File: src/rtl/sar_search_ctrl.sv
// Successive-approximation search controller: walks an 8-bit trial from MSB to LSB
// against an external comparator. Optional early exit on equal: SAR_EARLY_EXIT_EN.
module sar_search_ctrl (
  input  logic       clk,
  input  logic       rst,
  input  logic       start,
  output logic [7:0] trial,
  input  logic       greater,
  input  logic       lesser,
  input  logic       equal,
  output logic       busy,
  output logic       done,
  output logic [7:0] result,
  output logic       flag_err
);

  localparam logic [1:0] IDLE   = 2'd0;
  localparam logic [1:0] SEARCH = 2'd1;
  localparam logic [1:0] FINISH = 2'd2;

  logic [1:0] state;
  logic [2:0] ptr;
  logic [7:0] resolved;
  logic [7:0] next_trial;
  logic [1:0] flag_sum;
  logic       flags_bad;

  // Resolve the current bit: only lesser clears it, anything else keeps it set.
  always_comb begin
    resolved = trial;
    if (lesser) resolved[ptr] = 1'b0;
    next_trial = resolved;
    next_trial[ptr - 3'd1] = 1'b1;
    flag_sum  = {1'b0, greater} + {1'b0, lesser} + {1'b0, equal};
    flags_bad = (flag_sum != 2'd1);
  end

  assign busy = (state != IDLE);

  always_ff @(posedge clk or posedge rst) begin
    if (rst) begin
      state    <= IDLE;
      ptr      <= 3'd7;
      trial    <= 8'h00;
      result   <= 8'h00;
      done     <= 1'b0;
      flag_err <= 1'b0;
    end else begin
      case (state)
        IDLE: begin
          done <= 1'b0;
          if (start) begin
            ptr      <= 3'd7;
            trial    <= 8'h80;
            flag_err <= 1'b0;
            state    <= SEARCH;
          end
        end
        SEARCH: begin
          if (flags_bad) flag_err <= 1'b1;
`ifdef SAR_EARLY_EXIT_EN
          if (equal) begin
            result <= trial;
            done   <= 1'b1;
            state  <= FINISH;
          end else
`endif
          // Bit 0 is the last one; the pointer parks at 0 and trial keeps its last value.
          if (ptr == 3'd0) begin
            result <= resolved;
            done   <= 1'b1;
            state  <= FINISH;
          end else begin
            trial <= next_trial;
            ptr   <= ptr - 3'd1;
          end
        end
        FINISH: begin
          done  <= 1'b0;
          state <= IDLE;
        end
        default: begin
          done  <= 1'b0;
          state <= IDLE;
        end
      endcase
    end
  end

endmodule
File: config.mk
export PLATFORM = sky130hd
export DESIGN_NAME = sar_search_ctrl
export DESIGN_NICKNAME = d
export VERILOG_FILES = /design/src/rtl/sar_search_ctrl.sv
export SDC_FILE = /design/constraint.sdc
export NUM_CORES = 1
export LEC_CHECK = 0
export CAP_MARGIN = 40
export CORE_UTILIZATION = 30
export CTS_BUF_LIST = sky130_fd_sc_hd__clkbuf_4
export CTS_CLUSTER_SIZE = 40
export DETAILED_ROUTE_END_ITERATION = 8
export PLACE_DENSITY_LB_ADDON = 0.08
export SLEW_MARGIN = 20
export SYNTH_ARGS = -nofsm -noshare
export SYNTH_HDL_FRONTEND = slang
export SYNTH_SLANG_ARGS = --single-unit
File: constraint.sdc
create_clock -name clk -period 2.75 [get_ports clk]
set_input_delay 0.4125 -clock clk [delete_from_list [all_inputs] [get_ports clk]]
set_output_delay 0.4125 -clock clk [all_outputs]
set_load 0.03 [all_outputs]
# After elaboration in Yosys (flattened, before gate mapping)

Cells that the tools add are included.

Word-level logic and storage cells: 51
Bits in writable memories: 0
Input port bits: 6
Bits in latches: 0
Memories: 0
Memory bits (read-only): 0
Register bits: 23

Mux-type cells: 19
Add/subtract/negate cells: 3
Multipliers: 0
Reductions and logical operators: 10
Equal/unequal tests: 6
Order comparisons: 4
Shifts and indexed selects: 0
Div/mod/pow operators: 0
Bitwise logic cells: 3

Operators with widths:

| kind                                                              | number |
|---|---|
| two-way mux 8 bit                                                 | 3 |
| case mux 8 bit (2 select lines)                                   | 1 |
| AND 8 bit                                                         | 1 |
| less-than comparator 3 x 4 -> 1 bit, second input constant        | 2 |
| != test 2 bit, second input constant                              | 4 |
| inverter 8 bit                                                    | 1 |
| OR 8 bit                                                          | 1 |
| demux 1 bit (select 3 bit)                                        | 2 |
| greater-or-equal comparator 3 x 1 -> 1 bit, second input constant | 2 |
| two-way mux 1 bit                                                 | 6 |
| two-way mux 3 bit                                                 | 2 |
| case mux 3 bit (2 select lines)                                   | 1 |
| AND reduction 3 bit                                               | 2 |
| two-way mux 2 bit                                                 | 2 |
| case mux 2 bit (2 select lines)                                   | 1 |
| AND reduction 2 bit                                               | 2 |
| nonzero test 2 bit                                                | 2 |
| zero test 3 bit                                                   | 1 |
| subtractor 3 x 1 -> 3 bit, second input constant                  | 1 |
| adder 1 x 1 -> 2 bit                                              | 1 |
| adder 2 x 1 -> 2 bit                                              | 1 |
| equality test 2 x 1 -> 1 bit, second input constant               | 1 |
| logical AND 1 bit                                                 | 2 |
| zero test 2 bit                                                   | 1 |
| other kinds (2)                                                   | 2 |

# Logic depth before layout (Yosys ltp)

Depth in word-level cells: 10
Depth in mapped cells: 7
Gate-level depth less buffers: 6

# Worst setup path before layout

No wires, ideal clock.

Path type: flip-flop to flip-flop
From: register ptr[0]
To: register trial[2]
Arrival time: 1,628 ps
Period minus slack after synthesis: 1,764 ps
Setup slack: 986 ps
Library setup time: 135 ps
Required time: 2,615 ps
Stages on the path, launching flop included: 7
Cells stage by stage: dfstp_2 -> inv_1 -> ha_1 -> nor2b_2 -> nand2b_2 -> o311ai_0 -> o21ai_1

Longest elaborated chain between the ends: 10
Elaborated cells on any way between the ends: 20

Ends and longest elaborated chain:

| item                                                                         | line | text |
|---|---|---|
| start, declared                                                              | 22   | `logic [2:0] ptr;` |
| start signal, assigned                                                       | 75   | `ptr <= ptr - 3'd1;` |
| branches (longest 10 deep; another with less-than comparator 3 x 4 -> 1 bit) | --   |  |
| end signal, assigned                                                         | 74   | `trial <= next_trial;` |
| end, declared                                                                | 7    | `output logic [7:0] trial,` |

Parallel ways; which one is timed is not known. The select of a mux whose other input is x is not followed.
A chain may end at the register's enable or synchronous reset.

# Worst setup path after layout

Ends and elaborated chain as after synthesis.

==> impl_metrics.xml <==
<?xml version="1.0" encoding="UTF-8"?>
<metrics>
  <group name="timing">
    <metric name="finalHoldWorstSlack" unit="ns">0.382</metric>
    <metric name="count_of_pins_over_their_slew_limit" unit="">0</metric>
    <metric name="worstMarginPinSlew" unit="ns">0.479</metric>
    <metric name="post-route-min-period" unit="ns">2.16</metric>
    <metric name="fmax" unit="GHz">0.462</metric>
    <metric name="finalHoldViolCount" unit="">0</metric>
    <metric name="finalClockSkew" unit="ns">0.00859</metric>
    <metric name="setup_viol_count_final" unit="">0</metric>
    <metric name="setup-tns-final" unit="ns">0</metric>
    <metric name="final.period_utilization" unit="">0.787</metric>
    <metric name="tightest_slew_margin_relative_to_the_limit" unit="">0.680</metric>
    <metric name="rsz0062_at_grt" unit="">false</metric>
  </group>
  <group name="floorplanning">
    <metric name="start_util" unit="">0.325</metric>
    <metric name="fp.dieW" unit="um">63.3</metric>
    <metric name="ios" unit="">25</metric>
    <metric name="floorplan.die.height" unit="um">63.3</metric>
    <metric name="core" unit="um2">3470</metric>
    <metric name="fp-row-count" unit="">21</metric>
    <metric name="dieArea" unit="um2">4010</metric>
  </group>
  <group name="finish">
    <metric name="syn2layout_area_growth" unit="%">28.6</metric>
    <metric name="post_layout_nonfiller_instances" unit="">181</metric>
    <metric name="drive_above_1_share" unit="">0.163</metric>
    <metric name="num-nets-final" unit="">145</metric>
    <metric name="filler_cell_count" unit="">347</metric>
    <metric name="seq_area" unit="um2">579</metric>
    <metric name="diodes" unit="">0</metric>
    <metric name="final_util" unit="">0.418</metric>
    <metric name="multiInputGateArea" unit="um2">499</metric>
  </group>
  <group name="power">
    <metric name="p_leak" unit="nW">0.605</metric>
    <metric name="power.ir.vdd_worst" unit="uV">323</metric>
    <metric name="power-per-cell-area" unit="nW/um2">1310</metric>
  </group>
  <group name="hold_path">
    <metric name="worstHoldPathType" unit="">in -&gt; async</metric>
  </group>
  <group name="synth">
    <metric name="yosysSeqAreaShare" unit="">0.513</metric>
    <metric name="yosys.area.top_type_share" unit="">0.443</metric>
    <metric name="syn_nets" unit="">118</metric>
    <metric name="synth_warnings" unit="">0</metric>
    <metric name="synth.area.top_cells" unit="">sky130_fd_sc_hd__dfrtp_1 (44%), sky130_fd_sc_hd__dfstp_2 (7.0%), sky130_fd_sc_hd__nand2_1 (5.3%), sky130_fd_sc_hd__mux2_2 (5.0%), sky130_fd_sc_hd__o21ai_0 (4.9%)</metric>
    <metric name="synth-seq-cells" unit="">23</metric>
    <metric name="netlist_area" unit="um2">1130</metric>
    <metric name="synth_area_leader_cell" unit="">sky130_fd_sc_hd__dfrtp_1</metric>
    <metric name="post_synth.cell_area_avg" unit="um2">10.4</metric>
    <metric name="synthesis.instances" unit="">109</metric>
    <metric name="synth_cell_types" unit="">37</metric>
  </group>
  <group name="grt">
    <metric name="globalRouteMet1Util" unit="">0.169</metric>
    <metric name="grt_pass1_vias" unit="">845</metric>
    <metric name="met2_usage" unit="">0.215</metric>
    <metric name="grt-ovfl-total" unit="">0</metric>
    <metric name="initial_antenna_violation_count" unit="">0</metric>
    <metric name="maximum_number_of_pins_on_one_net_before_global_route_repair" unit="">15</metric>
    <metric name="wire_length_of_the_first_global_routing_pass" unit="um">4020</metric>
    <metric name="grt_use_met3" unit="">0.0217</metric>
    <metric name="grtUsageTotal" unit="">0.131</metric>
    <metric name="grt-busiest-layer" unit="">met2</metric>
  </group>
  <group name="drt">
    <metric name="routedWlPerCell" unit="um">13.1</metric>
    <metric name="ant_nets" unit="">0</metric>
    <metric name="drt_total_wl" unit="um">2380</metric>
    <metric name="vias" unit="">891</metric>
    <metric name="detail_route.iter0.violations" unit="">29</metric>
    <metric name="first_pass_iters" unit="">4</metric>
    <metric name="vias_per_cell" unit="">4.92</metric>
    <metric name="remaining_drc_errors" unit="">0</metric>
  </group>
  <group name="cts">
    <metric name="clock_insertion_delay_worst_skew" unit="ns">0.31</metric>
    <metric name="tritoncts_num_sinks" unit="">23</metric>
    <metric name="postCtsHoldBufs" unit="">0</metric>
    <metric name="clock_tree_buffer_depth" unit="">2</metric>
    <metric name="tritoncts_buffers" unit="">3</metric>
    <metric name="cts-root-buf" unit="">sky130_fd_sc_hd__clkbuf_4</metric>
    <metric name="cts_post_setup_buffers_inserted" unit="">0</metric>
    <metric name="cts.clk_slew.worst_paths" unit="ns">0.13</metric>
    <metric name="postCtsResizedCells" unit="">0</metric>
    <metric name="htreeDepth" unit="">1</metric>
    <metric name="cts_tree" unit="">done</metric>
  </group>
  <group name="placed_design">
    <metric name="place.detailed.hpwl" unit="um">1900</metric>
    <metric name="gp_congestion" unit="">0.872</metric>
    <metric name="portBuffers" unit="">24</metric>
    <metric name="place.detailed.instances" unit="">177</metric>
  </group>
  <group name="setup_path">
    <metric name="critical_path_peak_fanout" unit="">13</metric>
    <metric name="crit_path_end_kind" unit="">flop</metric>
    <metric name="wp_data_arrival" unit="ns">2.35</metric>
    <metric name="required" unit="ns">2.94</metric>
    <metric name="timing.critical_path.from_type" unit="">flop</metric>
    <metric name="timing_worst_setup_path_type" unit="">reg -&gt; reg</metric>
  </group>
  <group name="run_status">
    <metric name="run_status" unit="">finished clean</metric>
  </group>
  <group name="flow_run">
    <metric name="max_cap_viol_count" unit="">0</metric>
  </group>
</metrics>
[Yosys cell counts]
cell / number
sky130_fd_sc_hd__nand3b_1: 1
sky130_fd_sc_hd__nand2b_2: 1
sky130_fd_sc_hd__o41ai_1: 1
sky130_fd_sc_hd__dfrtp_1: 20
sky130_fd_sc_hd__ha_1: 2
sky130_fd_sc_hd__nand3_1: 3
sky130_fd_sc_hd__buf_2: 1
sky130_fd_sc_hd__and2b_1: 1
sky130_fd_sc_hd__or3_4: 1
sky130_fd_sc_hd__o31ai_1: 1
sky130_fd_sc_hd__xnor2_1: 1
sky130_fd_sc_hd__o21ai_1: 2
sky130_fd_sc_hd__a21oi_1: 1
sky130_fd_sc_hd__o22ai_1: 3
sky130_fd_sc_hd__a21oi_4: 1
sky130_fd_sc_hd__o211ai_2: 1
sky130_fd_sc_hd__or2_1: 1
sky130_fd_sc_hd__o311ai_0: 3
sky130_fd_sc_hd__o21ai_0: 11
sky130_fd_sc_hd__clkbuf_1: 1
sky130_fd_sc_hd__nand2_1: 16
sky130_fd_sc_hd__inv_1: 8
sky130_fd_sc_hd__nor2_1: 7
sky130_fd_sc_hd__dfstp_2: 3
sky130_fd_sc_hd__mux2_2: 5
sky130_fd_sc_hd__or2_4: 1
sky130_fd_sc_hd__nand2b_1: 1
sky130_fd_sc_hd__nor3_1: 1
sky130_fd_sc_hd__nor4_1: 2
sky130_fd_sc_hd__a31oi_1: 1
sky130_fd_sc_hd__or3b_4: 1
sky130_fd_sc_hd__fa_1: 1
sky130_fd_sc_hd__nor2b_2: 1
sky130_fd_sc_hd__a211oi_2: 1
sky130_fd_sc_hd__buf_6: 1
sky130_fd_sc_hd__or2_2: 1
sky130_fd_sc_hd__o31a_1: 1
[through the flow]
stage | power [mW] | setup WS, ns | area [um2]
after CTS | 1.93 | 0.594 | 1450
after global placement | 1.76 | 0.661 | 1410
after detailed placement | 1.77 | 0.610 | 1420
after global routing | 2.05 | 0.391 | 1450
final | 1.90 | 0.587 | 1450
after floorplan | 1.37 | 0.986 | 1130
[worst max-delay path, stage by stage, from the launching register on]
cell and delay [ns]:
sky130_fd_sc_hd__dfstp_2 0.67, sky130_fd_sc_hd__inv_1 0.18, sky130_fd_sc_hd__ha_1 0.27, sky130_fd_sc_hd__nor2b_2 0.18
sky130_fd_sc_hd__nand2b_2 0.26, sky130_fd_sc_hd__o311ai_0 0.38, sky130_fd_sc_hd__o21ai_1 0.11
[per-layer routing]
metal | wire (um) | vias to the layer above
met4 | 19 | 0
met2 | 1210 | 21
li1 | - | 437
met1 | 1080 | 431
met5 | 0 | -
met3 | 74 | 2
[registers in the layout (all words and copies together) (netlist names)]
| register | count |
|---|---|
| done | 1 |
| ptr | 3 |
| state | 2 |
| flag_err | 1 |
| trial | 8 |
| result | 8 |
[path summary, 6_finish.rpt]
kind / startpoint / endpoint / slack (ns) / cells after the start
max: ptr[0] / trial[2] / 0.59 / 6
min: rst / result[5] / 0.38 / 2
max reg2reg: ptr[0] / trial[2] / 0.59 / 6
min reg2reg: result[5] / result[5] / 0.50 / 2
max in group asynchronous: rst / ptr[1] / 1.84 / 3
min in group clk: result[5] / result[5] / 0.50 / 2
[cell type report]
class                   count  share of cell area
clock buffers               3              0.0155
clock inverters             1             0.00517
inverters                   8              0.0207
multi-input cells          75               0.344
flip-flops and latches     23               0.399
well taps                  46              0.0397
repair buffers             25               0.176
[report_power, final]
| part | internal (mW) | switching [mW] |
|---|---|---|
| registers | 0.513 | 0.143 |
| logic | 0.457 | 0.629 |
| clock network | 0.0555 | 0.104 |
[placed cells by master (no fill, tap or decap), drive strengths merged]
cell type      Yosys  final
a211oi             1      1
a21oi              2      2
a31oi              1      1
and2b              1      1
buf                2      1
clkbuf             1      3
clkdlybuf4s50      0     24
clkinvlp           0      1
dfrtp             20     20
dfstp              3      3
fa                 1      1
ha                 2      2
inv                8      8
mux2               5      5
nand2             16     16
nand2b             2      2
nand3              3      3
nand3b             1      1
nor2               7      7
nor2b              1      1
nor3               1      1
nor4               2      2
o211ai             1      1
o21ai             13     13
o22ai              3      3
o311ai             3      3
o31a               1      1
o31ai              1      1
o41ai              1      1
or2                3      3
or3                1      1
or3b               1      1
xnor2              1      1
[logic make-up after synthesis]
logic type | count (synthesis) | share of synthesized area
simple gates | 39 | 0.179
compound gates | 27 | 0.166
flops | 23 | 0.513
buf+inv | 11 | 0.0443
mux | 5 | 0.0499
fa+ha+maj | 3 | 0.0399
xor+xnor | 1 | 0.00776
(Power assumes the default switching activity.)
